## src/rtl/cpu_test_sequencer.sv

```systemverilog
// cpu_test_sequencer: load/run/check harness around a single-cycle RV32 core.
// Define SEQ_FIRST_FAIL_EN to add the first-mismatch capture outputs.
module cpu_test_sequencer #(
  parameter int XLEN       = 32,
  parameter int IMEM_AW    = 6,
  parameter int NUM_CHECKS = 4,
  parameter int MAX_CYCLES = 256
) (
  input  logic               clk,
  input  logic               rst_n,
  input  logic               ld_valid,
  output logic               ld_ready,
  input  logic [1:0]         ld_kind,
  input  logic [IMEM_AW-1:0] ld_addr,
  input  logic [XLEN-1:0]    ld_data,
  input  logic               ld_last,
  input  logic               restart,
  output logic               imem_we,
  output logic [IMEM_AW-1:0] imem_waddr,
  output logic [XLEN-1:0]    imem_wdata,
  output logic               rf_we,
  output logic [4:0]         rf_waddr,
  output logic [XLEN-1:0]    rf_wdata,
  output logic [4:0]         rf_raddr,
  input  logic [XLEN-1:0]    rf_rdata,
  output logic               cpu_rst_n,
  input  logic [XLEN-1:0]    cpu_pc,
  output logic               done,
  output logic               pass,
  output logic               timeout,
  output logic [7:0]         fail_count,
  output logic [15:0]        cycle_count
`ifdef SEQ_FIRST_FAIL_EN
  ,
  output logic [4:0]         first_fail_idx,
  output logic [XLEN-1:0]    first_fail_data
`endif
);

  localparam int CW = $clog2(NUM_CHECKS + 1);
  localparam int IW = (NUM_CHECKS > 1) ? $clog2(NUM_CHECKS) : 1;
  localparam logic [CW-1:0] NUM_CHECKS_C = CW'(NUM_CHECKS);
  localparam logic [15:0]   CYC_LIMIT    = 16'(MAX_CYCLES - 1);

  typedef enum logic [1:0] {
    S_LOAD  = 2'd0,
    S_RUN   = 2'd1,
    S_CHECK = 2'd2,
    S_DONE  = 2'd3
  } state_e;

  state_e          state_q, state_d;
  logic [XLEN-1:0] halt_pc_q, halt_pc_d;
  logic [4:0]      chk_reg_q [NUM_CHECKS];
  logic [4:0]      chk_reg_d [NUM_CHECKS];
  logic [XLEN-1:0] chk_val_q [NUM_CHECKS];
  logic [XLEN-1:0] chk_val_d [NUM_CHECKS];
  logic [CW-1:0]   chk_cnt_q, chk_cnt_d;
  logic [CW-1:0]   chk_ptr_q, chk_ptr_d;
  logic            ovf_q, ovf_d;
  logic [15:0]     cycle_count_q, cycle_count_d;
  logic [7:0]      fail_count_q, fail_count_d;
  logic            timeout_q, timeout_d;
  logic            pass_q, pass_d;
  logic            done_q, done_d;
  logic            cpu_rst_n_q, cpu_rst_n_d;
  logic            ld_ready_q, ld_ready_d;
`ifdef SEQ_FIRST_FAIL_EN
  logic [4:0]      ff_idx_q, ff_idx_d;
  logic [XLEN-1:0] ff_data_q, ff_data_d;
`endif

  logic [IW-1:0]   wr_idx_s;
  logic [IW-1:0]   rd_idx_s;
  logic [15:0]     cyc_inc_s;

  assign wr_idx_s  = chk_cnt_q[IW-1:0];
  assign rd_idx_s  = chk_ptr_q[IW-1:0];
  assign cyc_inc_s = (cycle_count_q == 16'hFFFF) ? cycle_count_q : cycle_count_q + 16'd1;

  // Next-state, table updates and the combinational load/readback strobes.
  always_comb begin
    state_d       = state_q;
    halt_pc_d     = halt_pc_q;
    chk_reg_d     = chk_reg_q;
    chk_val_d     = chk_val_q;
    chk_cnt_d     = chk_cnt_q;
    chk_ptr_d     = chk_ptr_q;
    ovf_d         = ovf_q;
    cycle_count_d = cycle_count_q;
    fail_count_d  = fail_count_q;
    timeout_d     = timeout_q;
`ifdef SEQ_FIRST_FAIL_EN
    ff_idx_d      = ff_idx_q;
    ff_data_d     = ff_data_q;
`endif
    imem_we       = 1'b0;
    imem_waddr    = {IMEM_AW{1'b0}};
    imem_wdata    = {XLEN{1'b0}};
    rf_we         = 1'b0;
    rf_waddr      = 5'd0;
    rf_wdata      = {XLEN{1'b0}};
    rf_raddr      = 5'd0;

    case (state_q)
      S_LOAD: begin
        if (ld_valid && ld_ready_q) begin
          case (ld_kind)
            2'b00: begin
              imem_we    = 1'b1;
              imem_waddr = ld_addr;
              imem_wdata = ld_data;
            end
            2'b01: begin
              rf_we    = (ld_addr[4:0] != 5'd0);
              rf_waddr = ld_addr[4:0];
              rf_wdata = ld_data;
            end
            2'b10: begin
              // A full table drops the entry but remembers it so pass cannot be claimed.
              if (chk_cnt_q == NUM_CHECKS_C) begin
                ovf_d = 1'b1;
              end else begin
                chk_reg_d[wr_idx_s] = ld_addr[4:0];
                chk_val_d[wr_idx_s] = ld_data;
                chk_cnt_d           = chk_cnt_q + CW'(1);
              end
            end
            2'b11: halt_pc_d = ld_data;
            default: halt_pc_d = halt_pc_q;
          endcase
          if (ld_last) begin
            state_d = S_RUN;
          end else begin
            state_d = S_LOAD;
          end
        end else begin
          state_d = S_LOAD;
        end
      end

      S_RUN: begin
        // Halt has priority: the halting cycle is not counted as executed.
        if (cpu_pc == halt_pc_q) begin
          state_d = S_CHECK;
        end else begin
          cycle_count_d = cyc_inc_s;
          if (cyc_inc_s >= CYC_LIMIT) begin
            timeout_d = 1'b1;
            state_d   = S_CHECK;
          end else begin
            state_d = S_RUN;
          end
        end
      end

      S_CHECK: begin
        if (chk_cnt_q == CW'(0)) begin
          state_d = S_DONE;
        end else begin
          rf_raddr = chk_reg_q[rd_idx_s];
          if (rf_rdata != chk_val_q[rd_idx_s]) begin
            fail_count_d = (fail_count_q == 8'hFF) ? fail_count_q : fail_count_q + 8'd1;
`ifdef SEQ_FIRST_FAIL_EN
            if (fail_count_q == 8'd0) begin
              ff_idx_d  = chk_reg_q[rd_idx_s];
              ff_data_d = rf_rdata;
            end else begin
              ff_idx_d  = ff_idx_q;
              ff_data_d = ff_data_q;
            end
`endif
          end else begin
            fail_count_d = fail_count_q;
          end
          chk_ptr_d = chk_ptr_q + CW'(1);
          if (chk_ptr_q == chk_cnt_q - CW'(1)) begin
            state_d = S_DONE;
          end else begin
            state_d = S_CHECK;
          end
        end
      end

      S_DONE: begin
        if (restart) begin
          state_d       = S_LOAD;
          halt_pc_d     = {XLEN{1'b1}};
          chk_cnt_d     = CW'(0);
          chk_ptr_d     = CW'(0);
          ovf_d         = 1'b0;
          cycle_count_d = 16'd0;
          fail_count_d  = 8'd0;
          timeout_d     = 1'b0;
`ifdef SEQ_FIRST_FAIL_EN
          ff_idx_d      = 5'd0;
          ff_data_d     = {XLEN{1'b0}};
`endif
        end else begin
          state_d = S_DONE;
        end
      end

      default: state_d = S_LOAD;
    endcase

    ld_ready_d  = (state_d == S_LOAD);
    cpu_rst_n_d = (state_d == S_RUN);
    done_d      = (state_d == S_DONE);
    pass_d      = (state_d == S_DONE) && (fail_count_d == 8'd0) && !timeout_d && !ovf_d;
  end

  // State and result registers with synchronous active-low reset.
  always_ff @(posedge clk) begin
    if (!rst_n) begin
      state_q       <= S_LOAD;
      halt_pc_q     <= {XLEN{1'b1}};
      chk_reg_q     <= '{default: 5'd0};
      chk_val_q     <= '{default: {XLEN{1'b0}}};
      chk_cnt_q     <= CW'(0);
      chk_ptr_q     <= CW'(0);
      ovf_q         <= 1'b0;
      cycle_count_q <= 16'd0;
      fail_count_q  <= 8'd0;
      timeout_q     <= 1'b0;
      pass_q        <= 1'b0;
      done_q        <= 1'b0;
      cpu_rst_n_q   <= 1'b0;
      ld_ready_q    <= 1'b1;
    end else begin
      state_q       <= state_d;
      halt_pc_q     <= halt_pc_d;
      chk_reg_q     <= chk_reg_d;
      chk_val_q     <= chk_val_d;
      chk_cnt_q     <= chk_cnt_d;
      chk_ptr_q     <= chk_ptr_d;
      ovf_q         <= ovf_d;
      cycle_count_q <= cycle_count_d;
      fail_count_q  <= fail_count_d;
      timeout_q     <= timeout_d;
      pass_q        <= pass_d;
      done_q        <= done_d;
      cpu_rst_n_q   <= cpu_rst_n_d;
      ld_ready_q    <= ld_ready_d;
    end
  end

`ifdef SEQ_FIRST_FAIL_EN
  // First-mismatch capture registers.
  always_ff @(posedge clk) begin
    if (!rst_n) begin
      ff_idx_q  <= 5'd0;
      ff_data_q <= {XLEN{1'b0}};
    end else begin
      ff_idx_q  <= ff_idx_d;
      ff_data_q <= ff_data_d;
    end
  end

  assign first_fail_idx  = ff_idx_q;
  assign first_fail_data = ff_data_q;
`endif

  assign ld_ready    = ld_ready_q;
  assign cpu_rst_n   = cpu_rst_n_q;
  assign done        = done_q;
  assign pass        = pass_q;
  assign timeout     = timeout_q;
  assign fail_count  = fail_count_q;
  assign cycle_count = cycle_count_q;

endmodule

```

## config.mk

```make
export PLATFORM = sky130hd
export DESIGN_NAME = cpu_test_sequencer
export DESIGN_NICKNAME = d
export VERILOG_FILES = /design/src/rtl/cpu_test_sequencer.sv
export SDC_FILE = /design/constraint.sdc
export NUM_CORES = 1
export LEC_CHECK = 0
export ABC_AREA = 1
export BUFFER_PORTS_ARGS = -buffer_cell sky130_fd_sc_hd__buf_2
export CORE_MARGIN = 8
export CORE_UTILIZATION = 50
export CTS_CLUSTER_SIZE = 25
export DETAILED_ROUTE_END_ITERATION = 10
export HOLD_SLACK_MARGIN = 0.05
export PLACE_DENSITY_LB_ADDON = 0.25
export SKIP_LAST_GASP = 1
export SLEW_MARGIN = 20
export SYNTH_ARGS = -nofsm -noshare
export SYNTH_HDL_FRONTEND = slang
export SYNTH_SLANG_ARGS = --single-unit
```

## constraint.sdc

```tcl
create_clock -name clk -period 2.4 [get_ports clk]
set_clock_uncertainty 0.1 [all_clocks]
set_input_delay 0.36 -clock clk [delete_from_list [all_inputs] [get_ports clk]]
set_output_delay 0.36 -clock clk [all_outputs]
set_load 0.005 [all_outputs]
```

==> impl_metrics.toml <==
[run_status]
outcome = "complete, but fails checks"
violations = "setup timing"

[clock_tree]
cts.sinks = 218
htree_levels = 1
clk_latency_ns = 0.53
cts_buffers = 24
root_buffer = "clkbuf_16"
cts_tree = "done"
clock_tree.buffer_depth = 3
path_clk_slew_ns = 0.06

[worst_setup_path]
worstPathArrival_ns = 2.00
cp-end-kind = "output port"
critPathMaxFanout = 6
crit_end = "imem_wdata[22]"
worstRegToRegCells = 19
reg2reg_slack_ns = -0.03
r2r_end = "pass$_SDFF_PN0_"
critPathLaunch = "state_q[1]$_SDFF_PN0_"
critPathRequiredTime_ns = 1.94
r2r_start = "chk_ptr_q[0]$_SDFFE_PN0P_"
cp-start-kind = "flip-flop"
path_class = "flip-flop to output port"

[layout]
final_core_util_pct = 67.49
drive_above_1_share_pct = 24.65
nets = 2158
area_growth_pct = 32.54
design_area_um2 = 15230
diodes = 0

[power_and_ir_drop]
p_leak_nw = 6.713
p_comb_share_pct = 11.4
power_density_nw_per_um2 = 551.5
total_power_mw = 8.402
pwr-share-clk_pct = 44.1
power_switching_mw = 2.103
peakVddDrop_mv = 0.5352
p_int_mw = 6.299
pwr-share-seq_pct = 44.6
p_sw_share_pct = 25.03

[sta]
setup_viol = 36
relSlewSlack_pct = 54.32
tightest_slew_ns = 0.6852
hold_violations = 0
rsz0062_at_grt = "true"
worst_slack_ns = -0.05550
post-route-period-util_pct = 102.3
min_period_ns = 2.455
slew_violations = 0
fmax_ghz = 0.4072

[yosys]
synth_top_area_share_pct = 37.97
synth_warnings = 0
synth.net_count = 1903
synth-edff-count = 0
synth_top_cells_by_count = "384 x nand2_1, 280 x inv_1, 218 x dfxtp_1, 201 x a21oi_1, 168 x o21ai_0"
synth_seq_cells = 218
synth_top_flop_cell = "dfxtp_1"
synthCells = 1781
async_reset_ff_share_pct = 0
synth_cell_types = 39
syn_area_per_cell_um2 = 6.453
synthesis.area_um2 = 11490
ys_seq_area_share_pct = 37.97
synthTopCellsByArea = "dfxtp_1 38%, nand2_1 13%, inv_1 9.1%"
synth_most_common_cell = "nand2_1"
synth_top_area_cell = "dfxtp_1"

[floorplanning]
start_util_pct = 50.92
die_y_um = 167.6
die_w_um = 167.6
coreArea_um2 = 22570
fp.dieArea_um2 = 28090
fp-row-count = 55
ioPinCount = 220

[global_routing]
grt_pass1_wl_um = 55770
grt.total_usage_pct = 23.65
grt-ovfl-total = 0
grt_max_degree = 81
grt_pass1_vias = 11370
antenna_found_initial = 0

[routing]
vias = 12260
drt-total-wl_um = 36860
drt_iter0_drc = 755
ant_nets = 0
avgViaCountPerCell = 5.254
drcViolationCount = 0
avgRoutedWirePerCell_um = 15.79
dr.pass1.iters = 5

[job]
cap_viol_max_count = 0

[placed_design]
placed_cell_area_um2 = 13160
dp_hpwl_um = 23100
io_buffer_count = 219
globalplace.congestion = 0.9333

[min_path]
hold_class = "input port to flip-flop"
==> power groups by stage <==
stage | Combinational [mW] | Sequential, mW | Clock [mW]
4_1_cts | 0.850 | 3.74 | 3.75
6_report | 0.954 | 3.74 | 3.71
3_3_place_gp | 0.793 | 3.82 | 0
3_5_place_dp | 0.814 | 3.82 | 0
2_1_floorplan | 0.470 | 3.81 | 0
5_1_grt | 1.06 | 3.75 | 3.90
==> cell type report <==
cell class	instances	area [um^2]
multi-input combinational	1181	6196
inverter	285	1085
clock inverter	6	93.84
clock buffer	33	694.4
tap	285	356.6
sequential	218	4382
timing repair buffer	326	2426
fill	1971	7338
==> registers in the layout, indices dropped and copies added (netlist names), 2 cells and up <==
register	flops
chk_val_q	128
halt_pc_q	32
chk_reg_q	20
cycle_count	16
fail_count	8
chk_cnt_q	3
chk_ptr_q	3
state_q	2
==> how the worst min path moves through the flow <==
stage | end | cells after the start | from | slack [ns]
floorplan | chk_reg_q[0]$_SDFFE_PN0P_ | 2 | chk_reg_q[0]$_SDFFE_PN0P_ | 0.32
global placement | chk_reg_q[4]$_SDFFE_PN0P_ | 2 | chk_reg_q[4]$_SDFFE_PN0P_ | 0.33
detailed placement | chk_reg_q[3]$_SDFFE_PN0P_ | 2 | chk_reg_q[3]$_SDFFE_PN0P_ | 0.33
CTS | halt_pc_q[22]$_SDFFE_PN1P_ | 3 | ld_data[22] | 0.05
global route | halt_pc_q[26]$_SDFFE_PN1P_ | 3 | ld_data[26] | 0.07
finish | halt_pc_q[22]$_SDFFE_PN1P_ | 3 | ld_data[22] | 0.06
==> cell families (layout without fill, tap and decap cells) <==
logic type	Yosys count	after routing	synth area share, %
compound gates	415	415	18.75
xor+xnor	30	30	2.286
fa+ha+maj	13	13	1.415
buf+inv	382	650	13.14
flops	218	218	37.97
simple gates	723	723	26.44
==> cell usage in the layout (no fill, tap or decap), types with 23 or more instances in the layout <==
cell / synthesis / routed
nand2_1: 384 / 359
inv_1: 280 / 274
buf_2: 13 / 215
dfxtp_1: 218 / 208
a21oi_1: 201 / 196
o21ai_0: 168 / 167
nor2_1: 148 / 103
nand3_1: 130 / 93
buf_4: 2 / 59
nand3_2: 2 / 36
clkbuf_16: 0 / 34
o22ai_1: 33 / 33
nor2_4: 1 / 27
xor2_1: 27 / 27
nand2_2: 2 / 25
nor2_2: 4 / 23
==> layer usage <==
| metal | routed length [um] | vias up | global-route usage, % |
|---|---|---|---|
| li1 | - | 6172 | - |
| met2 | 17400 | 450 | 40.62 |
| met3 | 2593 | 92 | 4.773 |
| met1 | 15430 | 5549 | 28.44 |
| met4 | 1435 | 0 | 9.783 |
| met5 | 0 | - | 0 |
==> metrics by stage <==
stage	cells	setup TNS, ns	worst slack [ns]	hold WS [ns]
2_1_floorplan	1781	0	0.08818	0.3205
3_3_place_gp	2252	0	0.01153	0.3286
3_5_place_dp	2252	-0.03952	-0.02999	0.3323
4_1_cts	2310	-0.001592	-0.001592	0.05111
5_1_grt	2334	-3.815	-0.1699	0.06619
6_report	2334	-0.8367	-0.05550	0.06010
==> worst max-delay path: stages (launching register included) <==
cell       delay (ns)
dfxtp_4          0.36
inv_4            0.07
ha_4             0.14
inv_4            0.04
nor2_4           0.19
nand3_4          0.13
clkbuf_16        0.19
buf_12           0.15
nor2_4           0.08
buf_2            0.13
==> timing repair <==
action,CTS,global route
endpoints found under the setup margin,83,100
endpoints found under the hold margin,13,0
cloned,2,14
hold buffers,13,0
gates resized for setup,23,164
buffers inserted,4,10
pin swaps,9,44
No activity file was read; power rests on OpenSTA's default activity.
